$ cat src/rtl/ifetch_pkg.sv
// Shared types and constants for the instruction-fetch front end.
package ifetch_pkg;

  localparam int unsigned ENTRY_XLEN = 32;
  localparam logic [31:0] NOP_INSTR  = 32'h00000013;

  typedef struct packed {
    logic [ENTRY_XLEN-1:0] pc;
    logic [ENTRY_XLEN-1:0] instr;
  } fetch_entry_t;

  typedef enum logic {
    BOOT,
    RUN
  } state_t;

endpackage

$ cat src/rtl/ifetch_fifo.sv
// DEPTH-entry queue of fetched {pc, instr} pairs; flush empties it in one cycle.
module ifetch_fifo
  import ifetch_pkg::*;
#(
  parameter int unsigned DEPTH = 4,
  localparam int unsigned AW = $clog2(DEPTH),
  localparam int unsigned CW = AW + 1
) (
  input  logic         clk,
  input  logic         reset,
  input  logic         push,
  input  fetch_entry_t push_data,
  input  logic         pop,
  input  logic         flush,
  output logic [CW-1:0] count,
  output logic         valid,
  output fetch_entry_t head
);

  fetch_entry_t  mem [DEPTH];
  logic [AW-1:0] rd_ptr;
  logic [AW-1:0] wr_ptr;

  // Storage, pointers and occupancy; flush has priority over push/pop.
  always_ff @(posedge clk or posedge reset) begin
    if (reset) begin
      rd_ptr <= '0;
      wr_ptr <= '0;
      count  <= '0;
      for (int unsigned i = 0; i < DEPTH; i++) begin
        mem[i] <= '0;
      end
    end else if (flush) begin
      rd_ptr <= '0;
      wr_ptr <= '0;
      count  <= '0;
    end else begin
      if (push) begin
        mem[wr_ptr] <= push_data;
        wr_ptr      <= wr_ptr + 1'b1;
      end
      if (pop) begin
        rd_ptr <= rd_ptr + 1'b1;
      end
      count <= count + CW'(push) - CW'(pop);
    end
  end

  // Head is read straight from storage so it holds while not consumed.
  always_comb begin
    valid = (count != '0);
    head  = mem[rd_ptr];
  end

endmodule

$ cat src/rtl/ifetch_queue.sv
// Instruction-fetch front end: BOOT/RUN FSM, fetch PC, credit-based request
// issue, response capture and the decode-side output mux.
// Optional build macro: IFETCH_BYPASS_EN (empty-queue response bypass).
module ifetch_queue
  import ifetch_pkg::*;
#(
  parameter int unsigned        XLEN     = 32,
  parameter int unsigned        DEPTH    = 4,
  parameter int unsigned        IMEM_AW  = 9,
  parameter logic [XLEN-1:0]    RESET_PC = 32'h0
) (
  input  logic               clk,
  input  logic               reset,
  input  logic               redirect,
  input  logic [XLEN-1:0]    redirect_pc,
  output logic               imem_req,
  output logic [IMEM_AW-1:0] imem_addr,
  input  logic [XLEN-1:0]    imem_rdata,
  output logic               out_valid,
  input  logic               out_ready,
  output logic [XLEN-1:0]    out_pc,
  output logic [XLEN-1:0]    out_instr
);

  localparam int unsigned CW = $clog2(DEPTH) + 1;

  state_t          state;
  state_t          state_nxt;
  logic [XLEN-1:0] fetch_pc;
  logic [XLEN-1:0] req_pc;
  logic            inflight;
  logic            resp_kill;
  logic            resp_live;
  logic [CW:0]     credit_used;
  logic            credit_ok;

  logic            fifo_push;
  logic            fifo_pop;
  logic [CW-1:0]   fifo_count;
  logic            fifo_valid;
  fetch_entry_t    fifo_head;
  fetch_entry_t    resp_entry;

  logic            unused_bits;

  // FSM state register.
  always_ff @(posedge clk or posedge reset) begin
    if (reset) begin
      state <= BOOT;
    end else begin
      state <= state_nxt;
    end
  end

  // Next state and request issue: one idle BOOT cycle, then credit-limited fetch.
  always_comb begin
    state_nxt = state;
    imem_req  = 1'b0;
    case (state)
      BOOT: state_nxt = RUN;
      RUN:  imem_req  = !redirect && credit_ok;
      default: state_nxt = BOOT;
    endcase
  end

  // Credit: queued entries plus the outstanding read must leave a free slot.
  always_comb begin
    credit_used = {1'b0, fifo_count} + {{CW{1'b0}}, inflight};
    credit_ok   = (credit_used < (CW+1)'(DEPTH));
  end

  // Fetch PC, request PC capture and in-flight flag.
  always_ff @(posedge clk or posedge reset) begin
    if (reset) begin
      fetch_pc <= RESET_PC;
      req_pc   <= '0;
      inflight <= 1'b0;
    end else begin
      inflight <= imem_req;
      if (imem_req) begin
        req_pc <= fetch_pc;
      end
      if (redirect) begin
        fetch_pc <= {redirect_pc[XLEN-1:2], 2'b00};
      end else if (imem_req) begin
        fetch_pc <= fetch_pc + XLEN'(4);
      end
    end
  end

  // No request is issued in a redirect cycle, so the only stale response is
  // the one landing in the redirect cycle itself; killing it there suffices.
  always_comb begin
    resp_kill  = redirect;
    resp_live  = inflight && !resp_kill;
    resp_entry = '{pc: req_pc, instr: imem_rdata};
  end

  // Output mux and queue push/pop control.
  always_comb begin
    fifo_pop  = fifo_valid && out_ready;
    fifo_push = resp_live;
    out_valid = fifo_valid;
    out_pc    = fifo_head.pc;
    out_instr = fifo_head.instr;
`ifdef IFETCH_BYPASS_EN
    if (!fifo_valid && resp_live) begin
      out_valid = 1'b1;
      out_pc    = req_pc;
      out_instr = imem_rdata;
      fifo_push = !out_ready;
    end
`endif
  end

  assign imem_addr   = fetch_pc[IMEM_AW+1:2];
  assign unused_bits = ^{redirect_pc[1:0], fetch_pc[XLEN-1:IMEM_AW+2], fetch_pc[1:0]};

  ifetch_fifo #(
    .DEPTH(DEPTH)
  ) u_fifo (
    .clk      (clk),
    .reset    (reset),
    .push     (fifo_push),
    .push_data(resp_entry),
    .pop      (fifo_pop),
    .flush    (redirect),
    .count    (fifo_count),
    .valid    (fifo_valid),
    .head     (fifo_head)
  );

endmodule
$ cat config.mk
export PLATFORM = sky130hd
export DESIGN_NAME = ifetch_queue
export DESIGN_NICKNAME = d
export VERILOG_FILES = /design/src/rtl/ifetch_pkg.sv /design/src/rtl/ifetch_fifo.sv /design/src/rtl/ifetch_queue.sv
export SDC_FILE = /design/constraint.sdc
export NUM_CORES = 1
export LEC_CHECK = 0
export CORE_MARGIN = 5
export CORE_UTILIZATION = 57
export CTS_BUF_LIST = sky130_fd_sc_hd__clkbuf_16
export CTS_CLUSTER_DIAMETER = 60
export DETAILED_ROUTE_END_ITERATION = 6
export PLACE_DENSITY = 0.8
export SYNTH_ARGS = -nofsm -noshare
export SYNTH_HDL_FRONTEND = slang
export SYNTH_SLANG_ARGS = --single-unit
$ cat constraint.sdc
create_clock -name clk -period 18.1 [get_ports clk]
set_clock_uncertainty 0.05 [all_clocks]
set_input_delay 3.62 -clock clk [delete_from_list [all_inputs] [get_ports clk]]
set_output_delay 3.62 -clock clk [all_outputs]
set_load 0.005 [all_outputs]
; Word-level counts from Yosys, hierarchy flattened
; Cells that the tools add are included.
[word_totals]
wordCells = 52
output_inout_bits = 75
regBits = 329
input_bits = 68
[classes]
n_bitwise = 3
magnitude_cmp = 4
add_sub_neg = 6
n_reduce_logical = 10
mux = 14
[op_table]
columns = op, n
row1 = $bwmux 256, 1
row2 = $mux 64, 3
row3 = $bmux 64 s2, 1
row4 = $demux 64 s2, 1
row5 = $mux 32, 2
row6 = $add 32x3->32 const B, 1
row7 = $mux 2, 4
row8 = $ge 3x3->1 const B, 2
row9 = $not 2->3, 2
row10 = $reduce_bool 2->1, 3
row11 = $add 2x1->2 const B, 2
row12 = $add 3x1->4, 1
row13 = $logic_and 1x1->1, 4
row14 = $lt 4x3->1 const B, 1
row15 = $add 3x1->3, 1
row16 = $lt 3x1->1 const B, 1
row17 = $mux 3, 1
row18 = $reduce_bool 3->1, 1
row19 = $sub 3x1->3, 1
row20 = $reduce_and 2->1, 1
row21 = $logic_not 1->1, 1
row22 = $mux 1, 1
row23 = $not 1->1, 1

; Logic depth before layout (Yosys ltp)
; Gate-level depths: netlist of run 1.
[depth]
word_depth = 6
depth_mapped = 9

; By module
; Synthesis of run 1 repeated with hierarchy kept, for this count alone.
[unflattened]
hier_cells = 1018
area_unflattened_um2 = 15638.7
[modules_own_cells]
columns = module, instances, cells_each, area_each_um2, seq_area_each_um2
row1 = ifetch_fifo, 1, 659, 12518.3, 6581.3
row2 = ifetch_queue, 1, 359, 3120.5, 1551.5

; Least setup slack after synthesis of run 1
; Ideal clock, no wire load.
[synth_timing]
path_kind = input port to output port
startpoint = input port redirect
endpoint = output port imem_req
cell_stages = 5
arrival_ps = 4457
slack_ps = 9973
required_time_ps = 14430
path_cell_list = clkbuf_1 clkinv_1 nand3_2 buf_2 inv_1
[synth_between]
elab_chain_cells = 3
[synth_lines]
columns = element, line
row1 = from (decl), ifetch_queue.sv:14  ; input logic redirect,
row2 = $logic_not 1->1, ifetch_queue.sv:61  ; RUN: imem_req = !redirect && credit_ok;
row3 = $logic_and 1x1->1, ifetch_queue.sv:61
row4 = $mux 1, ifetch_queue.sv:59  ; case (state)
row5 = to (decl), ifetch_queue.sv:16  ; output logic imem_req,
; No other way between the ends.

; Final worst setup path of run 1
; Same ends and word-level chain as after synthesis.

==> results of run 1 <==
[through the flow]
| stage | setup WS [ns] | util | hold slack, ns | area (sq um) | power (uW) |
|---|---|---|---|---|---|
| floorplan | 5.66 | - | 0.424 | 14100 | 1450 |
| global placement | 7.94 | 0.643 | 0.432 | 15600 | 1770 |
| detailed placement | 7.91 | 0.643 | 0.437 | 15600 | 1800 |
| CTS | 7.92 | 0.684 | 0.450 | 16600 | 2440 |
| global route | 7.67 | 0.684 | 0.459 | 16600 | 2540 |
| finish | 7.92 | 0.684 | 0.448 | 16600 | 2410 |
[cells in the final DEF, fill, tap and decap left out, types with 4 or more instances in the layout]
cell type	n
clkdlybuf4s50_1	138
nor2b_1	4
dfrtp_1	315
mux2_2	281
xnor2_1	7
o21ai_0	23
clkinv_1	8
and2_1	4
nor2_1	14
buf_4	10
nand2_2	5
mux4_2	62
clkbuf_16	37
nand3_1	19
ha_1	8
or3_1	4
nand2_1	31
inv_1	20
a31oi_1	4
xor2_1	18
or4_1	4
nand4_1	15
[layer usage]
metal	global-route usage	vias to the layer above
li1	-	3631
met1	0.295	4165
met2	0.339	180
met3	0.0401	44
met4	0.0543	0
met5	0	-
[path summary, 6_finish.rpt]
| check | end | slack, ns | cells past startpoint |
|---|---|---|---|
| max | imem_req | 7.92 | 6 |
| min | u_fifo.mem[165] | 0.45 | 1 |
| max reg2reg | fetch_pc[23] | 14.78 | 5 |
| min reg2reg | u_fifo.mem[165] | 0.45 | 1 |
| max in group asynchronous | u_fifo.rd_ptr[0] | 12.17 | 4 |
| min in group asynchronous | u_fifo.mem[222] | 3.63 | 2 |
[critical path: cells and delay by family]
kind	cells	cell delay [ns]
and+or+nand+nor	1	0.80
buffers and inverters	5	2.06
[cells in the mapped netlist, drive strengths merged]
cell type	count	share of area
nand4	15	0.0067
nor3	4	0.0018
or2	1	0.00044
nor4	2	0.00089
nand4b	2	0.0012
clkinv	1	0.00027
mux2	281	0.22
mux2i	3	0.0021
a31oi	4	0.0018
o32ai	1	0.0020
clkbuf	11	0.0029
and4	2	0.0012
nand2	36	0.0098
nor2	14	0.0037
fa	1	0.0014
mux4	62	0.099
ha	8	0.0071
and2	4	0.0018
inv	9	0.0024
conb	2	0.00053
dfrtp	317	0.56
or3	4	0.0018
xor2	18	0.011
xnor2	7	0.0044
buf	53	0.021
o211a	1	0.00071
and3	3	0.0013
a22oi	1	0.00053
nand3	22	0.0089
or4	4	0.0021
o211ai	3	0.0016
o31ai	2	0.0011
o21ai	23	0.0082
nor2b	4	0.0018
[layout make-up]
cell class / instances / area share
sequential: 317 / 0.477
timing repair buffer: 148 / 0.0875
clock inverter: 22 / 0.00519
inverter: 10 / 0.00271
tap: 324 / 0.0244
multi-input combinational: 535 / 0.348
clock buffer: 37 / 0.0556
[cells by family after synthesis]
logic type                 synth area share
AOI/OAI and AO/OA                    0.0158
xor gates and xnor gates             0.0156
adders and majority gates           0.00853
buffers and inverters                0.0265
DFF                                   0.564
muxes                                 0.326
other                              0.000533
and+or+nand+nor                      0.0435
[flip-flops by register name, indices dropped and copies added, names as in the netlist]
name,cells
inflight,1
req_pc,30
state,1
u_fifo.count,3
u_fifo.rd_ptr,2
u_fifo.wr_ptr,2
u_fifo.mem,248
fetch_pc,30
[power by group through the flow]
stage / sequential [uW] / clock [uW] / combinational (uW)
5_1_grt: 1100 / 679 / 764
3_3_place_gp: 1070 / 0 / 699
6_report: 1070 / 628 / 708
3_5_place_dp: 1080 / 0 / 714
4_1_cts: 1070 / 645 / 721
2_1_floorplan: 998 / 0 / 449
==> flow_summary.toml, run 1 <==
[run_status]
status = "completed"

[grt]
gr-total-overflow = 0
antenna_found_initial = 0
grt_max_degree = 126
grt_pass1_wl_microns = 47800
grt_usage = 0.209
grt_pass1_vias = 8879

[timing]
rsz0062_at_grt = "no"
finalHoldViolCount = 0
max_slew_margin = 0.271
min_period_over_period = 0.563
fin_crit_ns = 10.18
finalSetupTns_ns = 0
setup_viol = 0
worst_slew_pin_slew_ns = 1.09
fmax_mhz = 98.2
maxSlewViolCount = 0

[power_and_ir_drop]
intPower_uw = 1760
p_sw_uw = 646
cellLeakagePower_uw = 0.00746
ir_worst_vdd_mv = 0.0849
p_comb_frac = 0.294
pwr-share-clk = 0.261
cellPowerDensity_nw_per_um2 = 145
p_seq_frac = 0.445
switching_share = 0.268

[clock_network]
cts_root_buf = "clkbuf_16"
post-cts-setup-buffers = 0
cts_resized = 0
cts_buffers = 35
cts_sinks = 317
clk_path_buf_depth = 3
cts.reportedPaths.clkPinSlew_ns = 0.06
hold_buffers = 0
cts_tree = "built"
insertion_delay_ns = 0.50
htreeDepth = 2

[setup_path]
crit_top_cell = "clkdlybuf4s50_1"
startpoint_type = "input pin"
crit_slowest_cell = "nand3_2"
cp.arrival_ns = 6.51
critical-path-max-stage-delay_ns = 0.80
crit_chain = "clkdlybuf4s50_1, buf_4, clkinv_1, nand3_2, inv_1, clkdlybuf4s50_1"
critPathKind = "in -> out"
crit_start = "redirect"
required_ns = 14.43
cp-end-kind = "output port"
crit_fanout = 53
reg2reg_from = "u_fifo.count[1]"

[routing]
wl_microns = 28700
drt-met1-wl_microns = 12700
routed_via_density = 5.76
wl_met2_microns = 14000
topRoutingLayerUsed = "met4"
route.detailed.drc = 0
vias = 8020
dr.pass1.iters = 7
routedWlPerCell_microns = 20.6
ant_nets = 0
drt_first_iter_violations = 552
met3_length_microns = 1380

[flow_run]
cap_violations = 0

[floorplan]
ios = 143
placementRows = 57
start_util = 0.579
fp.dieH_microns = 167
core_area_sq_um = 24300
die_w_microns = 167
die_area_sq_um = 27900

[finish]
seqCellArea_sq_um = 7940
drive_above_1_share = 0.381
instances_no_fill = 1393
synthToLayoutAreaGrowth_pct = 18.2
n_antenna_cell = 0
multi_input_area_sq_um = 5790
fin_nets = 1124
fillCellCount = 1675

[placed_design]
dp.cells = 1334
port-buffer-count = 138
post-dp-hpwl_microns = 17900
gp_congestion = 0.823

[synthesis]
synthesis.area_sq_um = 14100
yosysSeqAreaShare = 0.564
avgSynthCellArea_sq_um = 15.2
synthCells = 925
synth.distinct_cells = 39
ys_ff_latch = 317
yosysWarnings = 0

[worst_hold_path]
min_path_type = "reg -> reg"
hold_start = "u_fifo.mem[165]"
No activity file was read; power rests on OpenSTA's default activity.
==> inputs of run 2 (changes only) <==
clock period = 10.7 ns   (was 18.1 ns; I/O delays follow)
==> run 2 against run 1 <==
  * Non-clock buffer count did not move
  * Largest cell class unchanged
  * Sequential power grew 69%
  * Die area is the same
  * Via count is 0.90% higher
  * Largest power group unchanged
  * Wire length up 1.1%
  * Worst hold slack better by 0.0022 ns
  * Critical endpoint unchanged
  * Critical path depth is the same
  * Cell area increased by 0.82%
  * Combinational power increased by 69%
==> flow_summary.toml, run 2 (same netlist as run 1, synthesis figures left out) <==
[setup_path]
rrSetupSlack_ns = 7.29
crit_slowest_cell = "nand3_2"
reg2reg_from = "u_fifo.count[1]"
crit_chain = "buf_2, buf_4, clkinv_1, nand3_2, inv_1, clkdlybuf4s50_1"
critPathKind = "in -> out"
critPathBufInv = 5
path_delay_family = "buffers and inverters"
required_ns = 8.51
crit_start = "redirect"
crit_fanout = 53
cp.arrival_ns = 4.70
critical-path-max-stage-delay_ns = 0.82
cp-end-kind = "output port"
startpoint_type = "input pin"

[flow_run]
cap_violations = 0

[timing]
setup_viol = 0
min_period_over_period = 0.644
max_slew_margin = 0.255
fin_crit_ns = 6.89
fmax_mhz = 145
maxSlewViolCount = 0
finalHoldViolCount = 0
rsz0062_at_grt = "no"
finalSetupTns_ns = 0
worst_slew_pin_slew_ns = 1.12

[clock_network]
post-cts-setup-buffers = 0
cts_resized = 0
clk_path_buf_depth = 3
htreeDepth = 2
cts_root_buf = "clkbuf_16"
cts_tree = "built"
cts.reportedPaths.clkPinSlew_ns = 0.06
hold_buffers = 0
cts_buffers = 35
cts_sinks = 317
insertion_delay_ns = 0.50

[power_and_ir_drop]
cellPowerDensity_nw_per_um2 = 251
pwr-share-clk = 0.284
ir_worst_vdd_mv = 0.155
cellLeakagePower_uw = 0.00752
p_total_uw = 4210
p_seq_frac = 0.430
intPower_uw = 3110
p_comb_frac = 0.285
switching_share = 0.262
p_sw_uw = 1100

[routing]
wl_microns = 29000
routedWlPerCell_microns = 20.8
wl_met2_microns = 14200
topRoutingLayerUsed = "met4"
ant_nets = 0
route.detailed.drc = 0
routed_via_density = 5.80
met3_length_microns = 1310
drt_first_iter_violations = 455
vias = 8092
dr.pass1.iters = 4
drt-met1-wl_microns = 13000

[worst_hold_path]
min_path_type = "reg -> reg"
hold_start = "u_fifo.mem[167]"

[floorplan]
core_area_sq_um = 24300
die_w_microns = 167
start_util = 0.579
ios = 143
die_area_sq_um = 27900
fp.dieH_microns = 167
placementRows = 57

[finish]
final_cell_mix = "dfrtp_1, mux2_2, clkdlybuf4s50_1"
n_antenna_cell = 0
synthToLayoutAreaGrowth_pct = 19.2
reg.largest.list = "u_fifo.mem x248, fetch_pc x30, req_pc x30"
drive_above_1_share = 0.390
final_util = 0.690
regMostFlops = "u_fifo.mem"
final_common_cell = "dfrtp_1"
largest_reg_flops = 248
fin_nets = 1124

[grt]
gr-total-overflow = 0
grt_pass1_wl_microns = 48100
grt_max_degree = 81
grt_usage = 0.212
antenna_found_initial = 0
grt_pass1_vias = 8800

[placed_design]
gp_congestion = 0.835
port-buffer-count = 138
post-dp-hpwl_microns = 17400

[run_status]
status = "completed"
-- run 2: changes by cell type in the layout (fill, tap and decap cells not counted), sizes merged --
cell	before	now
clkdlybuf4s50	138	137
bufinv	0	5
clkinv	11	12
clkinvlp	0	1
inv	21	16
buf	10	11
-- run 2: power groups by stage --
stage	registers [uW]	logic (uW)	clock network (uW)
after CTS	1810	1220	1220
after detailed placement	1830	1210	0
after floorplan	1690	760	0
after global routing	1860	1300	1280
after global placement	1810	1190	0
final	1810	1200	1200
-- run 2: per-stage QoR --
stage / setup slack, ns / cells / hold slack, ns / area [sq um]
6_report: 3.81 / 1395 / 0.450 / 16800
5_1_grt: 3.60 / 1395 / 0.466 / 16800
3_3_place_gp: 3.85 / 1334 / 0.432 / 15600
3_5_place_dp: 3.82 / 1334 / 0.437 / 15600
4_1_cts: 3.82 / 1395 / 0.450 / 16800
2_1_floorplan: 4.29 / 926 / 0.424 / 14100
-- run 2: layout make-up --
type / instances / area, sq um
Sequential cell: 317 / 7940
Fill cell: 1667 / 7540
Multi-Input combinational cell: 535 / 5790
Timing Repair Buffer: 148 / 1450
Clock buffer: 37 / 926
Tap cell: 324 / 405
Clock inverter: 24 / 231
Inverter: 10 / 41.3
-- run 2: worst paths after layout --
path / end / cells past startpoint
worst max-delay path: imem_req / 6
worst min-delay path: u_fifo.mem[167] / 1
worst max register to register: fetch_pc[23] / 5
worst min register to register: u_fifo.mem[167] / 1
max in group asynchronous: u_fifo.rd_ptr[0] / 4
min in group asynchronous: u_fifo.mem[153] / 2
-- run 2: worst register-to-register path, cell delays in order (launching register included) --
cell and delay, ns:
dfrtp_1 0.44, ha_1 0.26, o32ai_4 0.80, nand3_2 0.89
or4_1 0.80, nand3_1 0.10
-- run 2: per-layer routing --
metal | up-vias | global-route usage
met4 | 0 | 0.0462
met2 | 169 | 0.346
li1 | 3634 | -
met1 | 4254 | 0.305
met3 | 35 | 0.0358
met5 | - | 0
==> inputs of run 3 (changes only) <==
CORE_UTILIZATION = 52   (was 57)
PLACE_DENSITY = 0.77   (was 0.8)
clock period = 5.9 ns   (was 10.7 ns; I/O delays follow)
==> run 3 against run 2 <==
  * Final cell count rose by 1.1%
  * Cell area rose by 0.49%
  * Sequential power rose by 82%
  * Power rose by 81%
  * First-iteration DRC count fell by 0.88%
  * Combinational power rose by 81%
  * Core utilization fell by 6.1 points
  * Sequential cell count did not move
  * Critical endpoint is now out_pc[12]
==> flow_summary.toml, run 3 (same netlist as run 1, synthesis figures left out) <==
[timing]
setup_viol = 0
fin_ws_ns = 1.66
fin_crit_ns = 4.24
worst_slew_pin_slew_ns = 1.12
finalSetupTns_ns = 0
min_period_over_period = 0.719
fmax_mhz = 236
finalHoldViolCount = 0
maxSlewViolCount = 0
rsz0062_at_grt = "no"
max_slew_margin = 0.255

[setup_path]
critPathKind = "reg -> out"
crit_chain = "buf_4, mux4_2, clkdlybuf4s50_1"
required_ns = 4.67
critical-path-max-stage-delay_ns = 0.90
crit_fanout = 32
path_delay_family = "buffers and inverters"
startpoint_type = "flip-flop"
crit_slowest_cell = "dfrtp_4"
critPathBufInv = 2
cp-end-kind = "output port"
cp.arrival_ns = 3.01

[finish]
final_common_cell = "dfrtp_1"
reg.largest.list = "u_fifo.mem x248, fetch_pc x30, req_pc x30"
fin_nets = 1124
final_cell_mix = "dfrtp_1, mux2_2, clkdlybuf4s50_1"
drive_above_1_share = 0.386
n_antenna_cell = 0
final_util = 0.629
synthToLayoutAreaGrowth_pct = 19.8
regMostFlops = "u_fifo.mem"
largest_reg_flops = 248

[floorplan]
placementRows = 60
ios = 143
fp.dieH_microns = 175
die_area_sq_um = 30500
start_util = 0.525
die_w_microns = 175
core_area_sq_um = 26800

[routing]
drt_first_iter_violations = 451
route.detailed.drc = 0
routed_via_density = 5.74
routedWlPerCell_microns = 20.8
ant_nets = 0
vias = 8098
wl_microns = 29300
dr.pass1.iters = 4

[power_and_ir_drop]
cellLeakagePower_uw = 0.00753
ir_worst_vdd_mv = 0.216
cellPowerDensity_nw_per_um2 = 452

[grt]
gr-total-overflow = 0
grt_pass1_vias = 8818
antenna_found_initial = 0
grt_max_degree = 153
grt_pass1_wl_microns = 48400
grt_usage = 0.197

[clock_network]
clk_path_buf_depth = 3
cts_buffers = 35
htreeDepth = 2
cts_tree = "built"
cts_root_buf = "clkbuf_16"
post-cts-setup-buffers = 0
cts_resized = 0
cts.reportedPaths.clkPinSlew_ns = 0.06
hold_buffers = 0
insertion_delay_ns = 0.50
cts_sinks = 317

[worst_hold_path]
min_path_type = "reg -> reg"

[placed_design]
gp_congestion = 0.826
post-dp-hpwl_microns = 17800
place_ws_ns = 1.87
port-buffer-count = 138

[run_status]
status = "completed"

[flow_run]
cap_violations = 0
run 3: cell types whose count changed in the layout (fill, tap and decap cells not counted):
cell / change
buf_4: -6
clkinv_1: +4
clkinv_2: -5
inv_1: -1
buf_12: +6
run 3: worst paths after layout:
path | from | to | slack, ns | cells past startpoint
setup / recovery | u_fifo.rd_ptr[1] | out_pc[12] | 1.66 | 3
hold / removal | u_fifo.mem[13] | u_fifo.mem[13] | 0.45 | 1
setup reg to reg | u_fifo.count[1] | fetch_pc[27] | 3.13 | 6
hold reg to reg | u_fifo.mem[13] | u_fifo.mem[13] | 0.45 | 1
max in group asynchronous | reset | u_fifo.rd_ptr[0] | 3.59 | 3
min in group asynchronous | reset | u_fifo.mem[104] | 1.03 | 2
run 3: cell type report:
class	instances	area [sq um]
Inverter	10	41.3
Tap cell	341	427
Multi-Input combinational cell	535	5790
Fill cell	1984	9940
Clock buffer	37	926
Clock inverter	22	218
Timing Repair Buffer	148	1530
Sequential cell	317	7940
run 3: metrics by stage:
| step | area, sq um | power [uW] | cells | hold slack [ns] |
|---|---|---|---|---|
| 6_report | 16900 | 7620 | 1410 | 0.449 |
| 2_1_floorplan | 14100 | 4440 | 926 | 0.424 |
| 4_1_cts | 16900 | 7730 | 1410 | 0.450 |
| 3_3_place_gp | 15700 | 5440 | 1351 | 0.431 |
| 5_1_grt | 16900 | 8040 | 1410 | 0.459 |
| 3_5_place_dp | 15700 | 5520 | 1351 | 0.437 |
run 3: metal layers:
metal | track usage | vias to the layer above | routed length [microns]
met5 | 0 | - | 0
li1 | - | 3642 | -
met2 | 0.321 | 180 | 14400
met4 | 0.0478 | 0 | 477
met1 | 0.275 | 4238 | 13000
met3 | 0.0387 | 38 | 1440
run 3: report_power, final:
| part | switching (uW) | internal (uW) |
|---|---|---|
| logic | 660 | 1510 |
| registers | 507 | 2780 |
| clock network | 826 | 1340 |
